### config.mk
export PLATFORM = sky130hd
export DESIGN_NAME = lsu_bus_master
export DESIGN_NICKNAME = d
export VERILOG_FILES = /design/src/rtl/lsu_bus_master_pkg.sv /design/src/rtl/lsu_lane_align.sv /design/src/rtl/lsu_bus_master.sv
export SDC_FILE = /design/constraint.sdc
export NUM_CORES = 1
export LEC_CHECK = 0
export CAP_MARGIN = 20
export CORE_MARGIN = 2
export CORE_UTILIZATION = 30
export CTS_BUF_LIST = sky130_fd_sc_hd__clkbuf_16
export DETAILED_ROUTE_END_ITERATION = 6
export HOLD_SLACK_MARGIN = 0.03
export PLACE_DENSITY = 0.62
export SETUP_SLACK_MARGIN = 0.05
export SLEW_MARGIN = 20
export SYNTH_ARGS = -nofsm -noshare
export SYNTH_HDL_FRONTEND = slang
export SYNTH_SLANG_ARGS = --single-unit
### constraint.sdc
create_clock -name Clk -period 3.3 [get_ports Clk]
set_input_delay 0.33 -clock Clk [delete_from_list [all_inputs] [get_ports Clk]]
set_output_delay 0.33 -clock Clk [all_outputs]
set_load 0.01 [all_outputs]
### src/rtl/lsu_bus_master_pkg.sv
// Shared definitions for the LSU bus master: access-width codes, FSM states,
// byte-enable patterns and the alignment check.
package lsu_bus_master_pkg;

   typedef enum logic [1:0] {
      OP_WORD = 2'b00,
      OP_HALF = 2'b01,
      OP_BYTE = 2'b10,
      OP_ILL  = 2'b11
   } op_width_e;

   typedef enum logic [1:0] {
      ST_IDLE,
      ST_ISSUE,
      ST_DONE
   } state_e;

   localparam logic [3:0] BE_WORD    = 4'b1111;
   localparam logic [3:0] BE_HALF_LO = 4'b0011;
   localparam logic [3:0] BE_HALF_HI = 4'b1100;
   localparam logic [3:0] BE_BYTE0   = 4'b0001;

   function automatic logic addr_ok(input op_width_e op, input logic [1:0] lo);
      case (op)
         OP_WORD: return (lo == 2'b00);
         OP_HALF: return !lo[0];
         OP_BYTE: return 1'b1;
         default: return 1'b0;
      endcase
   endfunction

endpackage

### src/rtl/lsu_lane_align.sv
// Combinational lane logic: byte enables, store-data replication and
// load-data extraction with sign/zero extension.
module lsu_lane_align
   import lsu_bus_master_pkg::*;
(
   input  op_width_e   op_i,
   input  logic [1:0]  addr_lo_i,
   input  logic [31:0] wd_i,
   input  logic        load_signed_i,
   input  logic [31:0] rdata_i,
   output logic [3:0]  be_o,
   output logic [31:0] wdata_o,
   output logic [31:0] rdata_o
);

   logic [15:0] half;
   logic [7:0]  byt;

   always_comb begin
      be_o    = '0;
      wdata_o = wd_i;
      case (op_i)
         OP_WORD: be_o = BE_WORD;
         OP_HALF: begin
            be_o    = addr_lo_i[1] ? BE_HALF_HI : BE_HALF_LO;
            wdata_o = {2{wd_i[15:0]}};
         end
         OP_BYTE: begin
            be_o    = BE_BYTE0 << addr_lo_i;
            wdata_o = {4{wd_i[7:0]}};
         end
         default: be_o = '0;
      endcase
   end

   always_comb begin
      half = addr_lo_i[1] ? rdata_i[31:16] : rdata_i[15:0];
      case (addr_lo_i)
         2'd0:    byt = rdata_i[7:0];
         2'd1:    byt = rdata_i[15:8];
         2'd2:    byt = rdata_i[23:16];
         default: byt = rdata_i[31:24];
      endcase
      case (op_i)
         OP_HALF: rdata_o = {{16{load_signed_i & half[15]}}, half};
         OP_BYTE: rdata_o = {{24{load_signed_i & byt[7]}}, byt};
         default: rdata_o = rdata_i;
      endcase
   end

endmodule

### src/rtl/lsu_bus_master.sv
// CPU-side load/store initiator on a req/ack word bus, with alignment
// checking, lane handling and an acknowledge timeout.
module lsu_bus_master
   import lsu_bus_master_pkg::*;
#(
   parameter int unsigned TIMEOUT = 16,
   parameter int unsigned CNT_W   = 5
) (
   input  logic        Clk,
   input  logic        Reset,
   input  logic        Req,
   input  logic        MemWrite,
   input  logic [1:0]  OpWidth,
   input  logic        LoadSigned,
   input  logic [31:0] Addr,
   input  logic [31:0] WD,
   input  logic [31:0] WPC,
   output logic        Busy,
   output logic        Done,
   output logic [31:0] RD,
   output logic        AddrErr,
   output logic        BusErr,
   output logic        BusReq,
   output logic        BusWe,
   output logic [31:0] BusAddr,
   output logic [3:0]  BusBE,
   output logic [31:0] BusWData,
   input  logic        BusAck,
   input  logic [31:0] BusRData
);

   state_e           state_q;
   op_width_e        op_q;
   logic [1:0]       addr_lo_q;
   logic             signed_q;
   logic [CNT_W-1:0] cnt_q, cnt_d;

   op_width_e        op_in, op_sel;
   logic [1:0]       lo_sel;
   logic             sgn_sel;
   logic [3:0]       be;
   logic [31:0]      wdata, rd_ext;

   // WPC only feeds the store trace, which has no hardware counterpart.
   logic             wpc_unused;
   assign wpc_unused = ^WPC;

   assign op_in = op_width_e'(OpWidth);
   assign cnt_d = cnt_q + 1'b1;

   // One lane unit serves both directions: live inputs while idle, captured ones afterwards.
   assign op_sel  = (state_q == ST_IDLE) ? op_in      : op_q;
   assign lo_sel  = (state_q == ST_IDLE) ? Addr[1:0]  : addr_lo_q;
   assign sgn_sel = (state_q == ST_IDLE) ? LoadSigned : signed_q;

   lsu_lane_align u_align (
      .op_i          (op_sel),
      .addr_lo_i     (lo_sel),
      .wd_i          (WD),
      .load_signed_i (sgn_sel),
      .rdata_i       (BusRData),
      .be_o          (be),
      .wdata_o       (wdata),
      .rdata_o       (rd_ext)
   );

   always_ff @(posedge Clk) begin
      if (!Reset) begin
         state_q   <= ST_IDLE;
         op_q      <= OP_WORD;
         addr_lo_q <= '0;
         signed_q  <= 1'b0;
         cnt_q     <= '0;
         Busy      <= 1'b0;
         Done      <= 1'b0;
         RD        <= '0;
         AddrErr   <= 1'b0;
         BusErr    <= 1'b0;
         BusReq    <= 1'b0;
         BusWe     <= 1'b0;
         BusAddr   <= '0;
         BusBE     <= '0;
         BusWData  <= '0;
      end else begin
         case (state_q)
            ST_IDLE: begin
               Done    <= 1'b0;
               AddrErr <= 1'b0;
               BusErr  <= 1'b0;
               if (Req) begin
                  op_q      <= op_in;
                  addr_lo_q <= Addr[1:0];
                  signed_q  <= LoadSigned;
                  cnt_q     <= '0;
                  Busy      <= 1'b1;
                  if (addr_ok(op_in, Addr[1:0])) begin
                     state_q  <= ST_ISSUE;
                     BusReq   <= 1'b1;
                     BusWe    <= MemWrite;
                     BusAddr  <= {Addr[31:2], 2'b00};
                     BusBE    <= be;
                     BusWData <= wdata;
                  end else begin
                     state_q <= ST_DONE;
                     Done    <= 1'b1;
                     AddrErr <= 1'b1;
                  end
               end
            end
            ST_ISSUE: begin
               if (BusAck) begin
                  state_q <= ST_DONE;
                  BusReq  <= 1'b0;
                  Done    <= 1'b1;
                  if (!BusWe) RD <= rd_ext;
               end else if (cnt_d == CNT_W'(TIMEOUT)) begin
                  state_q <= ST_DONE;
                  BusReq  <= 1'b0;
                  Done    <= 1'b1;
                  BusErr  <= 1'b1;
               end else begin
                  cnt_q <= cnt_d;
               end
            end
            ST_DONE: begin
               state_q <= ST_IDLE;
               Done    <= 1'b0;
               Busy    <= 1'b0;
               AddrErr <= 1'b0;
               BusErr  <= 1'b0;
            end
            default: state_q <= ST_IDLE;
         endcase
      end
   end

endmodule

==> qor.log <==
[worst_setup_path] endpoint of the lowest-slack register-to-register path RD[22]$_SDFFE_PN0P_
[logic_synthesis] Mapped Area 0.00538 mm²
[run] MaxCap Viol Count 0
[worst_setup_path] slowest library cell on the worst path sky130_fd_sc_hd__ha_1
[sta] worst clock skew 14.2 ps
[die] Horiz. Die Dim 138 µm
[place] RD Place Congestion 0.829
[cells_and_area] area of combinational cells with multiple inputs 0.00279 mm²
[die] Die Footprint 0.0190 mm²
[worst_setup_path] worst reg2reg path depth 10
[worst_setup_path] crit path to RD[22]$_SDFFE_PN0P_
[clocking] CTS sink count 116
[clocking] source-to-sink clock delay at the later pin of the worst-skew pair 420 ps
[place] minimum setup slack after placement 503 ps
[pwr] total power per unit cell area 546 mW/mm²
[sta] Period Utilization, post-route 80.8%
[pwr] P_sw 1.31 mW
[logic_synthesis] number of storage elements in the synthesis netlist 116
[global_routing] maximum number of pins on one net before global-route repair 55
[cells_and_area] # fillers 1,721
[routing] total wirelength of the detailed-routed design 18,500 µm
[clocking] Clock transition at path regs 60 ps
[logic_synthesis] top flip-flop cell by instance count after synthesis sky130_fd_sc_hd__dfxtp_1
[sta] PnR worst setup slack 632 ps
[pwr] relative contribution of combinational cells to total power 22.0%
[cells_and_area] number of nets in the finished design 1,023
[hold_path] worst hold-check path type primary input to register
[pwr] switching part of the total power 29.0%
[global_routing] global-route wire length before repair 28,400 µm
[place] detailed placer's ending HPWL 12,700 µm
[worst_setup_path] worst path bufs/invs 3
[clocking] buffers inserted by post-CTS timing repair 0
[die] Initial Util 30.9%
[logic_synthesis] post-synthesis average cell area 7.83 µm²
[clocking] clk root buf sky130_fd_sc_hd__clkbuf_16
[place] Port Buffers 207
[die] core region area 0.0174 mm²
[logic_synthesis] number of flops mapped to enable cells by yosys 0
[pwr] power share of the sequential group 34.0%
[global_routing] GRT Util Overall 19.2%
[worst_setup_path] first element of the critical path state_q[0]$_SDFFE_PN0P_
[die] Die Height 138 µm
[sta] Setup TNS 0 ps
[logic_synthesis] leading post-synthesis cells by cell area sky130_fd_sc_hd__dfxtp_1, sky130_fd_sc_hd__nand2_1, sky130_fd_sc_hd__a21oi_1, sky130_fd_sc_hd__o21ai_0, sky130_fd_sc_hd__clkbuf_1
[logic_synthesis] cell type with the largest total area after synthesis sky130_fd_sc_hd__dfxtp_1
[routing] post-route antenna net violation count 0
[routing] total DRC errors in the routed layout 0
[worst_setup_path] startpoint-to-endpoint class of the critical path register to register
[worst_setup_path] arrival time at the worst endpoint 2960 ps
[sta] Worst Max-Slew Pin Slew 674 ps
[die] number of top-level pins 242
[worst_setup_path] crit start category register
[pwr] internal power component 3.20 mW
[clocking] H-tree depth 4
[worst_setup_path] family of cells with the greatest summed delay on the critical path adder cells
[worst_setup_path] critical-path cell list inv_1 > ha_1 > mux2i_1 > inv_1 > ha_1 > and3_4 > o21ba_2 > a211oi_4 > buf_4 > a21oi_1
[worst_setup_path] Worst Path Required 3590 ps
[routing] detailed-route wire length per cell 16.5 µm
[clocking] Num CTS Buffers 17
[cells_and_area] P&R area growth vs syn 53.5%
[cells_and_area] Reg area 0.00232 mm²
[cells_and_area] commonest cells after routing, fill and taps aside sky130_fd_sc_hd__clkdlybuf4s50_1, sky130_fd_sc_hd__nand2_1, sky130_fd_sc_hd__dfxtp_1
[worst_setup_path] top fanout value on the critical path 16
[status] result of the run completed
[clocking] Max Root-Sink Buffers 2
[routing] initial DRC count 338
[hold_path] instance count along the most critical hold path 3
[pwr] maximum ir drop on the vdd rail 0.335 mV
[pwr] leakage 3.08 nW
[logic_synthesis] post-synthesis cell type count 56
[clocking] hold_buf cts 0
[cells_and_area] # diodes 0
[sta] maximum clock rate 0.375 GHz
[sta] setup repair after global routing missed its margin no
[logic_synthesis] Synthesis Warnings 0
[sta] number of hold violations in the final report 0
[routing] via count 5,613
[global_routing] number of global-route vias before repair 5,238
[clocking] Post-CTS Resized 0
[worst_setup_path] worst setup slack for register-to-register paths 630 ps
[cells_and_area] most frequent standard cell in the layout excluding fill and tap cells sky130_fd_sc_hd__clkdlybuf4s50_1
[worst_setup_path] Critical R2R Launch state_q[0]$_SDFFE_PN0P_
[sta] final critical-path required period 2670 ps
[worst_setup_path] number of gates on the worst path with buffers counted 10
[worst_setup_path] Max stage delay on crit path 410 ps
[sta] headroom to the max-slew limit 54.2%
[logic_synthesis] fraction of registers with async set/reset 0%
[clocking] CTS tree built
[logic_synthesis] share of the synthesized area in the top cell type 43.1%
[routing] number of optimization iterations in the first detailed-route pass 5
[routing] DR vias/cell 5.03
[logic_synthesis] post-synthesis instance total 688
[global_routing] number of antenna violations at the first check in global routing 0
[die] Rows 48
[worst_setup_path] Crit. End Element register
[logic_synthesis] Seq/Total Area, Yosys 43.1%
[sta] Finish-stage setup viols 0
[pwr] clock share of power 44.0%
[global_routing] global-route congestion overflow total 0
[sta] final number of max-transition violations 0
[cells_and_area] share of final-layout standard cells stronger than drive strength 1 7.52%
==> flip-flops by register name (all words and copies together), names as in the netlist <==
signal	cells
BusAddr	30
signed_q	1
state_q	2
Done	1
BusBE	4
BusWData	32
addr_lo_q	2
BusErr	1
cnt_q	5
op_q	2
BusReq	1
Busy	1
AddrErr	1
BusWe	1
RD	32
==> layer usage <==
metal / vias up / GRT usage, % / wire, µm
li1: 2815 / - / -
met3: 14 / 6.21 / 1520
met5: - / 0 / 0
met1: 2606 / 24.6 / 8200
met2: 178 / 30.7 / 8560
met4: 0 / 5.95 / 187
==> cell type report <==
| cell class | instances | share of cell area [%] |
|---|---|---|
| clock buffers | 17 | 5.15 |
| clock inverters | 15 | 2.47 |
| multi-input cells | 508 | 33.8 |
| flip-flops and latches | 116 | 28.1 |
| inverters | 11 | 0.500 |
| well taps | 225 | 3.41 |
| repair buffers | 224 | 26.6 |
==> power groups by stage <==
stage          clock (mW)  combinational (mW)  sequential, mW
2_1_floorplan           0               0.493            1.59
6_report             1.99               0.992            1.53
3_3_place_gp            0               0.989            1.56
3_5_place_dp            0               0.988            1.56
5_1_grt              2.09                1.08            1.54
4_1_cts              2.03               0.993            1.53
==> synthesized netlist by cell type (3+ instances only) <==
cell type and count:
sky130_fd_sc_hd__a211oi_1 4, sky130_fd_sc_hd__a21boi_0 6, sky130_fd_sc_hd__a21o_1 3, sky130_fd_sc_hd__a21oi_1 99, sky130_fd_sc_hd__a221oi_1 16, sky130_fd_sc_hd__a22o_1 8, sky130_fd_sc_hd__a311oi_1 5, sky130_fd_sc_hd__a31oi_1 10
sky130_fd_sc_hd__and2_1 3, sky130_fd_sc_hd__and3_1 13, sky130_fd_sc_hd__buf_2 8, sky130_fd_sc_hd__clkbuf_1 41, sky130_fd_sc_hd__dfxtp_1 116, sky130_fd_sc_hd__ha_1 9, sky130_fd_sc_hd__inv_1 10, sky130_fd_sc_hd__mux2i_1 9
sky130_fd_sc_hd__nand2_1 150, sky130_fd_sc_hd__nand2b_1 7, sky130_fd_sc_hd__nand3_1 18, sky130_fd_sc_hd__nor2_1 34, sky130_fd_sc_hd__nor2b_1 3, sky130_fd_sc_hd__nor3_1 13, sky130_fd_sc_hd__o21ai_0 58
==> worst min-delay path by stage <==
stage	start	to	slack (ps)
after floorplan	op_q[1]$_SDFFE_PN0P_	op_q[1]$_SDFFE_PN0P_	430
after global placement	signed_q$_SDFFE_PN0P_	signed_q$_SDFFE_PN0P_	440
after detailed placement	op_q[1]$_SDFFE_PN0P_	op_q[1]$_SDFFE_PN0P_	450
after CTS	Reset	BusErr$_SDFFE_PN0P_	380
after global routing	Reset	Busy$_SDFFE_PN0P_	430
final	Reset	BusErr$_SDFFE_PN0P_	400
==> worst register-to-register path: stages (launching register included) <==
cell and delay [ps]:
sky130_fd_sc_hd__dfxtp_1 380, sky130_fd_sc_hd__inv_1 80, sky130_fd_sc_hd__ha_1 240, sky130_fd_sc_hd__mux2i_1 290, sky130_fd_sc_hd__inv_1 110, sky130_fd_sc_hd__ha_1 410
sky130_fd_sc_hd__and3_4 250, sky130_fd_sc_hd__o21ba_2 220, sky130_fd_sc_hd__a211oi_4 190, sky130_fd_sc_hd__buf_4 260, sky130_fd_sc_hd__a21oi_1 110
==> metrics by stage <==
step	instance area (µm²)	hold WS (ps)	std cells	power [mW]	util, %
after floorplan	5390	434	689	2.09	-
after global placement	7630	440	1084	2.55	43.8
after detailed placement	7630	446	1084	2.55	43.8
after CTS	8260	384	1116	4.56	47.4
after global routing	8260	432	1116	4.72	47.4
final	8260	398	1116	4.51	47.4
==> kinds of logic after synthesis <==
kind of cell             count (synthesis)  share of synthesized area (%)
AO/OA/AOI/OAI                          233                           26.5
adder cells (fa/ha/maj)                  9                           2.09
buffers and inverters                   65                           5.14
flip-flops                             116                           43.1
multiplexers                            14                           3.04
other                                    1                         0.0697
AND/OR/NAND/NOR                        250                           20.0
(Power assumes the default switching activity.)
